### src/rtl/quiz_pkg.sv
// Shared constants for the quiz controller: player count, field widths, FSM encoding.
package quiz_pkg;

  localparam int NPLAYER = 5;
  localparam int RANK_W  = 5;
  localparam int SCORE_W = 4;

  localparam logic [1:0] ST_IDLE   = 2'd0;
  localparam logic [1:0] ST_CLEAR  = 2'd1;
  localparam logic [1:0] ST_OPEN   = 2'd2;
  localparam logic [1:0] ST_ANSWER = 2'd3;

endpackage

### src/rtl/quiz_pick_first.sv
// Chooses the earliest unlocked buzzer: smallest nonzero rank wins, lowest index breaks ties.
module quiz_pick_first
  import quiz_pkg::*;
(
  input  logic [NPLAYER*RANK_W-1:0] rank_in,
  input  logic [NPLAYER-1:0]        lock,
  output logic                      valid,
  output logic [NPLAYER-1:0]        pick
);

  logic [RANK_W-1:0] best;
  logic [RANK_W-1:0] field;

  // Linear scan; strict less-than keeps the lower index on equal ranks.
  always_comb begin
    valid = 1'b0;
    pick  = '0;
    best  = '0;
    field = '0;
    for (int i = 0; i < NPLAYER; i++) begin
      field = rank_in[i*RANK_W +: RANK_W];
      if (field != '0 && !lock[i] && (!valid || field < best)) begin
        valid   = 1'b1;
        best    = field;
        pick    = '0;
        pick[i] = 1'b1;
      end
    end
  end

endmodule

### src/rtl/quiz_ctrl.sv
// Quiz round controller: opens a buzz-in window, hands the floor to the earliest
// buzzer, applies host judgements, tracks lockouts and saturating scores.
module quiz_ctrl
  import quiz_pkg::*;
#(
  parameter logic [31:0] ANSWER_CYC = 32'd100000000,
  parameter logic [31:0] OPEN_CYC   = 32'd500000000
) (
  input  logic                        m_clock,
  input  logic                        p_reset,
  input  logic                        START,
  input  logic                        JUDGE_OK,
  input  logic                        JUDGE_NG,
  input  logic                        SCORE_CLR,
  input  logic [NPLAYER*RANK_W-1:0]   RANK_IN,
  output logic                        RANK_CLR,
  output logic [1:0]                  STATE,
  output logic [NPLAYER-1:0]          ANSWERER,
  output logic [NPLAYER-1:0]          LOCK,
  output logic [NPLAYER*SCORE_W-1:0]  SCORE,
  output logic                        ROUND_DONE
);

  logic               cand_vld;
  logic [NPLAYER-1:0] cand_pick;
  logic [31:0]        open_tmr;
  logic [31:0]        ans_tmr;
  logic               judge_ok;

  // A simultaneous OK and NG counts as NG.
  assign judge_ok = JUDGE_OK & ~JUDGE_NG;

  function automatic logic [SCORE_W-1:0] sat_inc(input logic [SCORE_W-1:0] v);
    return (v == '1) ? v : v + 1'b1;
  endfunction

  quiz_pick_first u_pick (
    .rank_in (RANK_IN),
    .lock    (LOCK),
    .valid   (cand_vld),
    .pick    (cand_pick)
  );

  // Round sequencing, lockouts and the two window timers.
  always_ff @(posedge m_clock) begin
    if (p_reset) begin
      STATE      <= ST_IDLE;
      ANSWERER   <= '0;
      LOCK       <= '0;
      RANK_CLR   <= 1'b0;
      ROUND_DONE <= 1'b0;
      open_tmr   <= '0;
      ans_tmr    <= '0;
    end else begin
      RANK_CLR   <= 1'b0;
      ROUND_DONE <= 1'b0;
      case (STATE)
        ST_IDLE: begin
          if (START) begin
            STATE    <= ST_CLEAR;
            RANK_CLR <= 1'b1;
          end
        end
        ST_CLEAR: begin
          LOCK     <= '0;
          open_tmr <= OPEN_CYC - 32'd1;
          STATE    <= ST_OPEN;
        end
        ST_OPEN: begin
          // The window keeps running across answers; it is only reloaded in CLEAR.
          if (open_tmr != '0) open_tmr <= open_tmr - 32'd1;
          if (cand_vld) begin
            STATE    <= ST_ANSWER;
            ANSWERER <= cand_pick;
            ans_tmr  <= ANSWER_CYC - 32'd1;
          end else if (LOCK == '1 || open_tmr == '0) begin
            STATE      <= ST_IDLE;
            ROUND_DONE <= 1'b1;
          end
        end
        default: begin
          if (JUDGE_NG) begin
            LOCK     <= LOCK | ANSWERER;
            ANSWERER <= '0;
            STATE    <= ST_OPEN;
          end else if (judge_ok) begin
            ANSWERER   <= '0;
            ROUND_DONE <= 1'b1;
            STATE      <= ST_IDLE;
          end else if (ans_tmr == '0) begin
            LOCK     <= LOCK | ANSWERER;
            ANSWERER <= '0;
            STATE    <= ST_OPEN;
          end else begin
            ans_tmr <= ans_tmr - 32'd1;
          end
        end
      endcase
    end
  end

  // Scores: clear wins over a same-cycle correct answer.
  always_ff @(posedge m_clock) begin
    if (p_reset || SCORE_CLR) begin
      SCORE <= '0;
    end else if (STATE == ST_ANSWER && judge_ok) begin
      for (int i = 0; i < NPLAYER; i++) begin
        if (ANSWERER[i]) SCORE[i*SCORE_W +: SCORE_W] <= sat_inc(SCORE[i*SCORE_W +: SCORE_W]);
      end
    end
  end

endmodule

### config.mk
export PLATFORM = sky130hd
export DESIGN_NAME = quiz_ctrl
export DESIGN_NICKNAME = d
export VERILOG_FILES = /design/src/rtl/quiz_pkg.sv /design/src/rtl/quiz_pick_first.sv /design/src/rtl/quiz_ctrl.sv
export SDC_FILE = /design/constraint.sdc
export NUM_CORES = 1
export LEC_CHECK = 0
export BUFFER_PORTS_ARGS = -buffer_cell sky130_fd_sc_hd__clkbuf_2
export CAP_MARGIN = 20
export CORE_MARGIN = 2
export CORE_UTILIZATION = 50
export DETAILED_ROUTE_END_ITERATION = 10
export GPL_ROUTABILITY_DRIVEN = 0
export PLACE_DENSITY = 0.67
export SLEW_MARGIN = 20
export SYNTH_ARGS = -nofsm -noshare
export SYNTH_HDL_FRONTEND = slang
export SYNTH_SLANG_ARGS = --single-unit
### constraint.sdc
create_clock -name m_clock -period 10.3 [get_ports m_clock]
set_clock_uncertainty 0.2 [all_clocks]
set_input_delay 2.06 -clock m_clock [delete_from_list [all_inputs] [get_ports m_clock]]
set_output_delay 2.06 -clock m_clock [all_outputs]
set_load 0.01 [all_outputs]
Yosys cells after proc, flatten, opt, wreduce, memory -nomap -nowiden
Index checks and enable logic that the tools add are counted.
W data, S select, Z words.
{"block": "word_totals", "register_bits": 98, "in_bits": 31, "output_inout_bits": 34, "wordCells": 145}
{"block": "op_classes", "add_sub_neg": 7, "n_lt_le_gt_ge": 4, "n_eq_ne": 17, "muxes": 43, "bitwise": 11, "reduce_logical": 51}
{"operator": "$mux W32", "n": 5}
{"operator": "$pmux W32 S2", "n": 2}
{"operator": "$logic_not A32 Y1", "n": 2}
{"operator": "$sub A32 B1 Y32 const B", "n": 2}
{"operator": "$mux W5", "n": 12}
{"operator": "$reduce_bool A32 Y1", "n": 1}
{"operator": "$reduce_bool A5 Y1", "n": 5}
{"operator": "$reduce_and A3 Y1", "n": 8}
{"operator": "$add A4 B1 Y4 const B", "n": 5}
{"operator": "$eq A4 B4 Y1 const B", "n": 5}
{"operator": "$lt A5 B5 Y1", "n": 4}
{"operator": "$pmux W5 S2", "n": 2}
{"operator": "$mux W2", "n": 7}
{"operator": "$mux W1", "n": 11}
{"operator": "$logic_and A1 B1 Y1", "n": 10}
{"operator": "$logic_not A1 Y1", "n": 9}
{"operator": "$not A1 Y1", "n": 9}
{"operator": "$logic_or A1 B1 Y1", "n": 6}
{"operator": "$ne A2 B1 Y1 const B", "n": 3}
{"operator": "$ne A2 B2 Y1 const B", "n": 3}
{"operator": "$pmux W2 S3", "n": 1}
{"operator": "$reduce_bool A6 Y1", "n": 1}
{"operator": "$reduce_or A2 Y1", "n": 3}
{"operator": "$eq A5 B5 Y1 const B", "n": 1}
{"operator": "other kinds (15)", "n": 16}

Depth between registers and ports, before layout
{"block": "depth", "ltp_word": 21, "ltp_mapped": 31, "depth_no_buf": 30}

Hierarchy
A second synthesis with hierarchy kept.
{"block": "unflattened", "hier_cells": 666, "area_unflattened_um2": 5676.7}
{"module": "quiz_ctrl", "instances": 1, "cells_per_inst": 549, "area_each_um2": 4815.9, "seq_area_each_um2": 1961.9}
{"module": "quiz_pick_first", "instances": 1, "cells_per_inst": 117, "area_each_um2": 860.8, "seq_area_each_um2": 0.0}

Worst setup path after synthesis
OpenSTA, ideal clock, no wires.
{"block": "synth_path", "path_kind": "in2reg", "from": "in RANK_IN[2]", "to": "reg ANSWERER[1]", "setup_ns": 0.117, "arrival_ns": 7.541, "t_required_ns": 9.983, "setup_slack_ns": 2.441, "path_stages": 30, "n_path_buf": 1, "path_cell_list": "nand2b_1 ha_1 a211oi_1 o221a_2 o21ba_4 clkbuf_1 nand2_1 o21ai_0 inv_1 ha_1 a21oi_1 a2bb2oi_1 nand3_1 mux2i_2 a21oi_4 mux2i_1 ha_1 a211oi_1 o21bai_1 nor3_1 a21oi_4 mux2_4 ha_1 a21oi_1 nor2_1 a2111oi_0 and2_1 or4_1 a211oi_2 a32o_1"}
{"block": "synth_between", "elab_chain_cells": 21, "word_cells_on_any_way": 35, "classes_between": "4 x order compare; 1 x eq/ne; 15 x mux; 15 x reduce/logical"}
{"element": "start: declaration", "line": "quiz_ctrl.sv:15", "text": "input logic [NPLAYER*RANK_W-1:0] RANK_IN,"}
{"element": "$reduce_bool A5 Y1", "line": "quiz_pick_first.sv:22", "text": "if (field != '0 && !lock[i] && (!valid || field < best)) begin"}
{"element": "$logic_and A1 B1 Y1", "line": "quiz_pick_first.sv:22"}
{"element": "$mux W5 or $mux W1 (tied branches)", "line": "quiz_pick_first.sv:22"}
{"element": "$lt A5 B5 Y1 or $logic_not A1 Y1 (tied branches)", "line": "quiz_pick_first.sv:22"}
{"element": "$logic_or A1 B1 Y1", "line": "quiz_pick_first.sv:22"}
{"element": "$logic_and A1 B1 Y1", "line": "quiz_pick_first.sv:22"}
{"element": "$mux W5 or $mux W1 (tied branches)", "line": "quiz_pick_first.sv:22"}
{"element": "$lt A5 B5 Y1 or $logic_not A1 Y1 (tied branches)", "line": "quiz_pick_first.sv:22"}
{"element": "(+5 left out)"}
{"element": "$logic_and A1 B1 Y1", "line": "quiz_pick_first.sv:22"}
{"element": "$mux W5 or $mux W1 (tied branches)", "line": "quiz_pick_first.sv:22"}
{"element": "$lt A5 B5 Y1 or $logic_not A1 Y1 (tied branches)", "line": "quiz_pick_first.sv:22"}
{"element": "$logic_or A1 B1 Y1", "line": "quiz_pick_first.sv:22"}
{"element": "$logic_and A1 B1 Y1", "line": "quiz_pick_first.sv:22"}
{"element": "$mux W5 or $mux W1 (tied branches)", "line": "quiz_pick_first.sv:22"}
{"element": "$mux W5 or $ne A2 B2 Y1 (tied branches)"}
{"element": "$pmux W5 S2 or $reduce_and A3 Y1 (tied branches)"}
{"element": "end signal: assignment", "line": "quiz_ctrl.sv:74", "text": "ANSWERER <= cand_pick;"}
{"element": "end: declaration", "line": "quiz_ctrl.sv:18", "text": "output logic [NPLAYER-1:0] ANSWERER,"}
Parallel ways exist; a longest one is shown, timed or not. The select of a mux whose other input is x is not followed.
A chain may end at the register's enable or synchronous reset.

Final worst setup path
{"block": "layout_path", "from": "in RANK_IN[4]", "to": "reg ANSWERER[1]"}
Same word-level chain as after synthesis.

==> impl_results.md <==
* Synth cell types at 75
* Ys flop type: dfxtp_1
* Comb power frac at 29.0%
* Sequential fraction of design power at 42.2%
* Slew @ Worst Pin at 0.9163 ns
* Cell Area, Synth at 5590 um2
* DP HPWL at 9209 um
* Boundary pin count at 65
* Row count at 38
* Synthesis warning total at 0
* Final cell count without fillers at 823
* R2R cell count at 28
* Die H at 109.7 um
* # diodes at 0
* Pwr/cell area at 166.4 nW/um2
* Reg area at 1962 um2
* FF-to-FF End: ANSWERER[1]
* Clock sink total at 98
* Via density at 5.767
* DR WL/cell at 15.25 um
* First-pass GRT wire length at 21450 um
* Status: finished, final reports clean
* Asr flop ratio synth at 0%
* Share of layout cells above drive strength 1 at 19.03%
* Synth top area share at 35.09%
* Initial antenna violation count at 0
* Peak Freq at 0.1240 GHz
* Setup TNS Final at 0 ns
* Die Width at 109.7 um
* Placed cell count at 808
* Syn nets at 682
* Vias at 4746
* Synth cell count leaders: dfxtp_1 (98), nor2_1 (72), a21oi_1 (58), nand2_1 (32), xor2_1 (32)
* CP most frequent cell: ha_1
* Multi-input logic area at 3442 um2
* H-Tree Depth at 3
* Core Area at 10890 um2
* Worst EP arrival at 8.14 ns
* Unrepaired setup endpoints after global routing: false
* Count leader, synth: dfxtp_1
* Worst Setup Start Kind: input port
* Setup crit end: ANSWERER[1]
* Final Core Density at 57.29%
* Layout area overhead at 11.57%
* Worst path slowest cell: a2111oi_0
* Final setup violating endpoints at 0
* Tmin final at 8.068 ns
* Pre-CTS WS at 1.845 ns
* Total gr overflow at 0
* Req. time, crit path at 10.37 ns
* Port bufs at 64
* Die Area at 12040 um2
* Synth top area cells: dfxtp_1 (35%), a21oi_1 (5.2%), ha_1 (5.1%)
* Final worst slack at 2.232 ns
* Post-route ant nets at 0
* Peak supply drop at 0.1191 mV
* Root Buffer: clkbuf_8
* Fin area at 6237 um2
* Clock share of power at 28.8%
* Largest net degree at the start of global routing at 58
* Avg Inst Size Synth at 8.902 um2
* Cts bufs inserted at 9
* CP Class: input port to register
* Clk Latency, worst-skew pair at 0.38 ns
* Switching Fraction at 33.00%
* Worst setup path start: RANK_IN[4]
* FF+latch count, synth at 98
* Starting Density at 51.34%
* Nets at 733
* Switching power of the nets at 342.6 uW
* DR iter-0 viols at 259
* Total Routing Usage GR at 22.57%
* Post-synth EDFFs at 0
* DRC Markers at 0
* Fill count at 985
* Max Cap Viol at 0
* CP max FO at 12
* Slew headroom at 38.12%
* Pint at 695.6 uW
* Vias in the first global route at 4467
* Clk slew on worst S/H paths at 0.09 ns
* Postcts setup bufs at 0
* Final Max Tran Viols at 0
* Crit share post-route at 78.33%
* LEAKAGE at 0.002375 uW
* Post-Syn Instances at 628
* CTS tree: done
* CTS Buffer Depth at 2
* Drt first pass iters at 5
* Placed Area at 5997 um2
* Leading area contributor after synthesis: dfxtp_1
* Final hold violations at 0
* Max stage delay on crit path at 0.43 ns
* CTS Hold Bufs at 0
* Post-cts sizing count at 0
* Final WL at 12550 um
* CP Capture Type: register
* Worst Hold Class: register to register
* Reg-to-Reg Start: LOCK[0]
* Seq/Total Area, Yosys at 35.09%
* Reg2Reg Setup Slack at 3.49 ns
==> power groups by stage <==
stage                     clock [uW]  combinational, uW  sequential [uW]
final                            299                301              438
after floorplan                    0                241              440
after detailed placement           0                299              446
after global placement             0                291              445
after global routing             322                337              443
after CTS                        311                301              438
==> worst max-delay path: cells and delay by family <==
family	cells	cell delay (ns)
buffers and inverters	2	0.20
adder cells (fa/ha/maj)	4	1.17
AO/OA/AOI/OAI	14	2.99
AND/OR/NAND/NOR	6	0.77
multiplexers	3	0.93
==> per-stage QoR <==
stage	hold WS (ns)	total power, uW
global placement	0.2772	736.1
detailed placement	0.2770	745.7
CTS	0.2928	1050
floorplan	0.2526	680.8
finish	0.2920	1038
global route	0.3198	1102
==> registers in the layout (all words and copies together), names as in the netlist <==
signal      flops
ans_tmr        32
open_tmr       32
SCORE          20
ANSWERER        5
LOCK            5
STATE           2
RANK_CLR        1
ROUND_DONE      1
==> logic make-up after synthesis <==
family          share of synthesized area (%)
buf+inv                                 3.335
mux                                     3.111
xor+xnor                                9.244
fa+ha+maj                               5.148
flops                                   35.09
compound gates                          17.95
simple gates                            26.12
==> placed cells by master, fill, tap and decap left out, types with 10 or more instances in the layout <==
cell type,count
o21ai_0,16
o211ai_1,11
nand2_1,32
clkbuf_2,64
xnor2_1,27
clkbuf_8,10
a21oi_1,58
nor3_1,17
nand4_1,14
and3_1,10
mux2i_1,10
a211oi_1,13
dfxtp_1,98
xor2_1,32
nor4_1,14
nand3_1,16
inv_1,19
ha_1,23
nand2b_1,12
nor2_1,72
==> worst min path at each step <==
| stage | startpoint | to | depth (start not counted) |
|---|---|---|---|
| 6_report | open_tmr[29] | open_tmr[29] | 2 |
| 2_1_floorplan | open_tmr[29] | open_tmr[29] | 2 |
| 4_1_cts | open_tmr[29] | open_tmr[29] | 2 |
| 5_1_grt | open_tmr[29] | open_tmr[29] | 2 |
| 3_3_place_gp | open_tmr[29] | open_tmr[29] | 2 |
| 3_5_place_dp | open_tmr[29] | open_tmr[29] | 2 |
==> layout make-up <==
class | instances | share of cell area, %
well taps | 140 | 2.808
inverters | 19 | 1.143
flip-flops and latches | 98 | 31.45
clock inverters | 5 | 1.645
clock buffers | 10 | 2.207
multi-input cells | 484 | 55.19
repair buffers | 67 | 5.557
==> routing by layer <==
layer / vias up / track usage (%) / wire [um]
met5: - / 0 / 0
met4: 0 / 7.414 / 186
met3: 15 / 4.505 / 461
met2: 87 / 37.13 / 5960
met1: 2246 / 29.64 / 5944
li1: 2398 / - / -
(Power assumes the default switching activity.)
